==> src/rtl/mips_muldiv_unit.sv <==
// Iterative multiply/divide unit owning the HI/LO registers (shift-add multiply, restoring divide).
// Optional build macro MULDIV_EARLY_TERM_EN: multiplies stop once the remaining multiplier bits are zero.
//
// state | meaning
// IDLE  | waiting for start; MTHI/MTLO write here
// CALC  | one multiply/divide iteration per cycle
// FIXUP | sign correction, HI/LO write, done pulse
module mips_muldiv_unit #(
  parameter int WIDTH = 32,
  parameter int CNT_W = 6
) (
  input  logic             clk,
  input  logic             rst_n,
  input  logic             start,
  input  logic [2:0]       op,
  input  logic [WIDTH-1:0] rs_content,
  input  logic [WIDTH-1:0] rt_content,
  input  logic             flush,
  output logic             busy,
  output logic             done,
  output logic [WIDTH-1:0] HI,
  output logic [WIDTH-1:0] LO
);

  localparam logic [2:0] OP_MULT  = 3'b000;
  localparam logic [2:0] OP_MULTU = 3'b001;
  localparam logic [2:0] OP_DIV   = 3'b010;
  localparam logic [2:0] OP_DIVU  = 3'b011;
  localparam logic [2:0] OP_MTHI  = 3'b100;
  localparam logic [2:0] OP_MTLO  = 3'b101;

  typedef enum logic [1:0] {S_IDLE, S_CALC, S_FIXUP} state_t;

  state_t               state;
  logic                 is_div;
  logic                 neg_q;
  logic                 neg_r;
  logic                 div_zero;
  logic [CNT_W-1:0]     cnt;
  logic [2*WIDTH-1:0]   acc;
  logic [2*WIDTH-1:0]   mcand;
  logic [WIDTH-1:0]     mplr;

  logic                 signed_op;
  logic                 rs_neg;
  logic                 rt_neg;
  logic [WIDTH-1:0]     rs_mag;
  logic [WIDTH-1:0]     rt_mag;
  logic [WIDTH:0]       div_shift;
  logic [WIDTH:0]       div_diff;
  logic [2*WIDTH-1:0]   mul_sum;
  logic [2*WIDTH-1:0]   prod_fix;
  logic [WIDTH-1:0]     quo_fix;
  logic [WIDTH-1:0]     rem_fix;
  logic                 last_iter;

  always_comb begin
    signed_op = ~op[0] & ~op[2];
    rs_neg    = signed_op & rs_content[WIDTH-1];
    rt_neg    = signed_op & rt_content[WIDTH-1];
    rs_mag    = rs_neg ? -rs_content : rs_content;
    rt_mag    = rt_neg ? -rt_content : rt_content;
    // Divide: acc holds {remainder, dividend/quotient shift register}
    div_shift = {acc[2*WIDTH-1:WIDTH], acc[WIDTH-1]};
    div_diff  = div_shift - {1'b0, mcand[WIDTH-1:0]};
    mul_sum   = acc + (mplr[0] ? mcand : '0);
    prod_fix  = neg_q ? -acc : acc;
    quo_fix   = div_zero ? '1 : (neg_q ? -acc[WIDTH-1:0] : acc[WIDTH-1:0]);
    rem_fix   = neg_r ? -acc[2*WIDTH-1:WIDTH] : acc[2*WIDTH-1:WIDTH];
  end

`ifdef MULDIV_EARLY_TERM_EN
  assign last_iter = (cnt == '0) || (!is_div && (mplr[WIDTH-1:1] == '0));
`else
  assign last_iter = (cnt == '0);
`endif

  always_ff @(posedge clk or negedge rst_n) begin
    if (!rst_n) begin
      state    <= S_IDLE;
      busy     <= 1'b0;
      done     <= 1'b0;
      HI       <= '0;
      LO       <= '0;
      is_div   <= 1'b0;
      neg_q    <= 1'b0;
      neg_r    <= 1'b0;
      div_zero <= 1'b0;
      cnt      <= '0;
      acc      <= '0;
      mcand    <= '0;
      mplr     <= '0;
    end else begin
      done <= 1'b0;
      case (state)
        S_IDLE: begin
          if (start && !flush) begin
            case (op)
              OP_MULT, OP_MULTU, OP_DIV, OP_DIVU: begin
                state  <= S_CALC;
                busy   <= 1'b1;
                cnt    <= CNT_W'(WIDTH - 1);
                is_div <= op[1];
                neg_q  <= rs_neg ^ rt_neg;
                if (op[1]) begin
                  acc      <= {{WIDTH{1'b0}}, rs_mag};
                  mcand    <= {{WIDTH{1'b0}}, rt_mag};
                  mplr     <= '0;
                  neg_r    <= rs_neg;
                  div_zero <= (rt_content == '0);
                end else begin
                  acc      <= '0;
                  mcand    <= {{WIDTH{1'b0}}, rs_mag};
                  mplr     <= rt_mag;
                  neg_r    <= 1'b0;
                  div_zero <= 1'b0;
                end
              end
              OP_MTHI: HI <= rs_content;
              OP_MTLO: LO <= rs_content;
              default: ;
            endcase
          end
        end
        S_CALC: begin
          if (flush) begin
            state <= S_IDLE;
            busy  <= 1'b0;
          end else begin
            if (is_div) begin
              acc <= div_diff[WIDTH] ? {div_shift[WIDTH-1:0], acc[WIDTH-2:0], 1'b0}
                                     : {div_diff[WIDTH-1:0], acc[WIDTH-2:0], 1'b1};
            end else begin
              acc   <= mul_sum;
              mcand <= mcand << 1;
              mplr  <= mplr >> 1;
            end
            cnt <= cnt - 1'b1;
            if (last_iter) state <= S_FIXUP;
          end
        end
        S_FIXUP: begin
          state <= S_IDLE;
          busy  <= 1'b0;
          if (!flush) begin
            done <= 1'b1;
            if (is_div) begin
              HI <= rem_fix;
              LO <= quo_fix;
            end else begin
              {HI, LO} <= prod_fix;
            end
          end
        end
        default: begin
          state <= S_IDLE;
          busy  <= 1'b0;
        end
      endcase
    end
  end

endmodule
==> config.mk <==
export PLATFORM = sky130hd
export DESIGN_NAME = mips_muldiv_unit
export DESIGN_NICKNAME = d
export VERILOG_FILES = /design/src/rtl/mips_muldiv_unit.sv
export SDC_FILE = /design/constraint.sdc
export NUM_CORES = 1
export LEC_CHECK = 0
export CORE_UTILIZATION = 45
export DETAILED_ROUTE_END_ITERATION = 10
export GPL_TIMING_DRIVEN = 0
export PLACE_DENSITY = 0.63
export SYNTH_ARGS = -nofsm -noshare
export SYNTH_HDL_FRONTEND = slang
export SYNTH_SLANG_ARGS = --single-unit
==> constraint.sdc <==
create_clock -name clk -period 4.5 [get_ports clk]
set_input_delay 0.45 -clock clk [delete_from_list [all_inputs] [get_ports clk]]
set_output_delay 0.45 -clock clk [all_outputs]
set_load 0.03 [all_outputs]
==> impl_metrics.yaml <==
route:
  drc_errors: 0
  antenna_left: 0
  postRouteWirelength_mm: 80.43
  firstDrtPassIters: 5
  drtIter0Drc: 2290
  wl_per_cell_um: 25.49
  viasPerCell: 6.289
  vias: 19840
setup_path:
  cp_data_required_time_ns: 4.92
  crit_fanout: 10
  path_class: "reg2reg"
  cp-start-kind: "flop"
  cp-end-kind: "flop"
  reg2reg_setup_slack_ns: 0.08
  cp_data_arrival_time_ns: 4.84
power_and_ir_drop:
  cellPowerDensity_nw_per_um2: 412.8
  pwr-share-seq_pct: 32.4
  p_leak_nw: 9.453
  p_int_mw: 5.460
  power_frac_clock_pct: 27.6
  vdd_drop_max_mv: 0.2557
  switching_share_pct: 41.70
  power_switching_mw: 3.904
  p_comb_share_pct: 40.0
  total_power_mw: 9.364
floorplan:
  fp-row-count: 75
  start_util_pct: 45.87
  fp.dieW_um: 209.2
  core-area_um2: 42130
  num_io_pins: 137
  dieArea_um2: 43780
  die_y_um: 209.2
synth:
  yosys.area.top_type: "dfrtp_1"
  synth_edf_count: 0
  ys_seq_area_share_pct: 30.82
  ys.warnings.count: 0
  synth.area.top_cells: "dfrtp_1 (31%), o21ai_0 (6.9%), ha_1 (6.5%)"
  synthesis.nets: 2596
  synth_seq_cells: 238
  synth.avg_cell_area_um2: 7.979
  synth_commonest_cells: "o21ai_0 (268), nand2_1 (264), dfrtp_1 (238), a21oi_1 (208), nor2_1 (169)"
  ys_async_sr_fraction_pct: 100.0
  yosysMostFrequentCell: "o21ai_0"
  syn-cell-area_um2: 19330
  synth_cells: 2422
  yosys_most_used_dff: "dfrtp_1"
  synth_top_area_share_pct: 30.82
  ys_types: 78
clock_network:
  cts_made_buffers: 29
  cts.path.max_buffers: 3
  cts.sinks: 238
  clock_latency_ns: 0.60
  htree_levels: 1
  cts-root-buf: "clkbuf_16"
  cts_tree: "yes"
  clk_pin_slew_ns: 0.07
place:
  placed_cell_area_um2: 21410
  dp.cells: 3098
  place_hpwl_mm: 63.73
  gp_congestion: 1.005
  portBuffers: 135
  place_ws_ns: -0.7898
final_layout:
  stdcell_area_um2: 22680
  fin_nets: 2768
  area_growth_pct: 17.38
  utilization_pct: 53.84
  fin_cells: 3155
  layout-drive-gt1-share_pct: 4.320
  diodes: 0
status:
  status: "completed"
sta:
  slew_viol_final: 0
  min_period_ns: 4.419
  slew_headroom_pct: 8.170
  max_clock_freq_ghz: 0.2263
  finalCritPeriodShare_pct: 98.21
  fin_skew_ns: 0.03031
  worst_slew_pin_slew_ns: 1.365
  setup_ws_ns: 0.08068
  finalSetupViolCount: 0
  fin_setup_tns_ns: 0
  finalHoldViolCount: 0
  hold_slack_ns: 0.3855
flow_run:
  maxCapViolCount: 0
global_routing:
  grt-ovfl-total: 0
  grt_usage_pct: 36.02
  antenna_found_initial: 2
  grt_first_pass_wirelength_mm: 118.5
  grt_start_max_net_pins: 117
  grt_pass1_vias: 18610
min_path:
  min_path_type: "in2async"
## final timing paths
check	end	startpoint	depth (start not counted)
setup reg to reg	mcand[2]	state[1]	9
setup / recovery	mcand[2]	state[1]	9
max in group asynchronous	mcand[10]	rst_n	3
hold reg to reg	LO[4]	LO[4]	2
hold / removal	HI[27]	rst_n	2
min in group clk	state[0]	flush	2
## registers in the layout (all words and copies together) (netlist names), 2 cells and up
signal and count:
mplr 32, state 2, mcand 64, HI 32, cnt 6, LO 32
acc 64
## kinds of logic after synthesis
group | share of synthesized area, %
flops | 30.82
buf+inv | 4.467
fa+ha+maj | 6.746
xor+xnor | 9.653
mux | 0.9970
compound gates | 29.18
simple gates | 18.14
## layer usage
metal / routed length [um] / GRT usage [%]
met5: 10 / 0
met4: 2923 / 12.70
met3: 7696 / 5.951
met2: 33930 / 53.54
met1: 35870 / 52.47
## worst max-delay path, cell delays in order (launching register included)
cell,delay [ns]
dfrtp_1,0.32
clkbuf_1,0.37
nand2b_1,0.16
clkbuf_1,0.46
nor2_1,0.30
nor2_2,0.68
or2_2,0.24
clkbuf_1,0.72
clkbuf_1,0.74
o21ai_0,0.25
## repair_timing
item                                    4_1_cts  5_1_grt
buffers inserted                              3        3
endpoints found under the hold margin        55        0
pin swaps                                     5        8
resized for setup                            15       26
hold buffers                                  1        0
endpoints found under the setup margin       34       29
## cells in the final DEF (no fill, tap or decap), types with 17 or more instances in the layout
cell type,Yosys,final
nand3_1,32,32
clkbuf_1,143,136
nand2b_1,25,25
a21o_1,41,40
ha_1,101,97
xnor2_1,115,113
nor3_1,38,38
inv_1,71,71
a21oi_1,208,207
nor2_1,169,168
nor4_1,21,21
a22o_1,32,32
nor2b_1,25,25
dfrtp_1,238,238
a22oi_1,44,44
a221oi_1,22,22
nand4_1,19,19
clkbuf_16,0,29
xor2_1,98,97
a211oi_1,54,51
clkdlybuf4s50_1,0,134
o31ai_1,34,33
mux2i_1,17,17
and2_1,71,71
o22ai_1,35,35
o21ai_0,268,266
o211ai_1,29,29
nand2_1,264,264
## power by group through the flow
stage	logic, mW	registers [mW]	clock network (mW)
finish	3.75	3.03	2.58
global route	4.04	3.07	2.69
CTS	3.65	3.00	2.60
detailed placement	3.63	3.04	0
global placement	3.60	3.02	0
floorplan	2.08	3.14	0
## final cells by class
cell class / count / area [um^2]
fill: 4153 / 19450
multi-input combinational: 1958 / 12680
sequential: 238 / 5956
timing repair buffer: 144 / 1466
clock buffer: 34 / 784.5
tap: 539 / 674.4
buffer: 152 / 608.1
inverter: 71 / 266.5
clock inverter: 19 / 249.0
(Power assumes the default switching activity.)
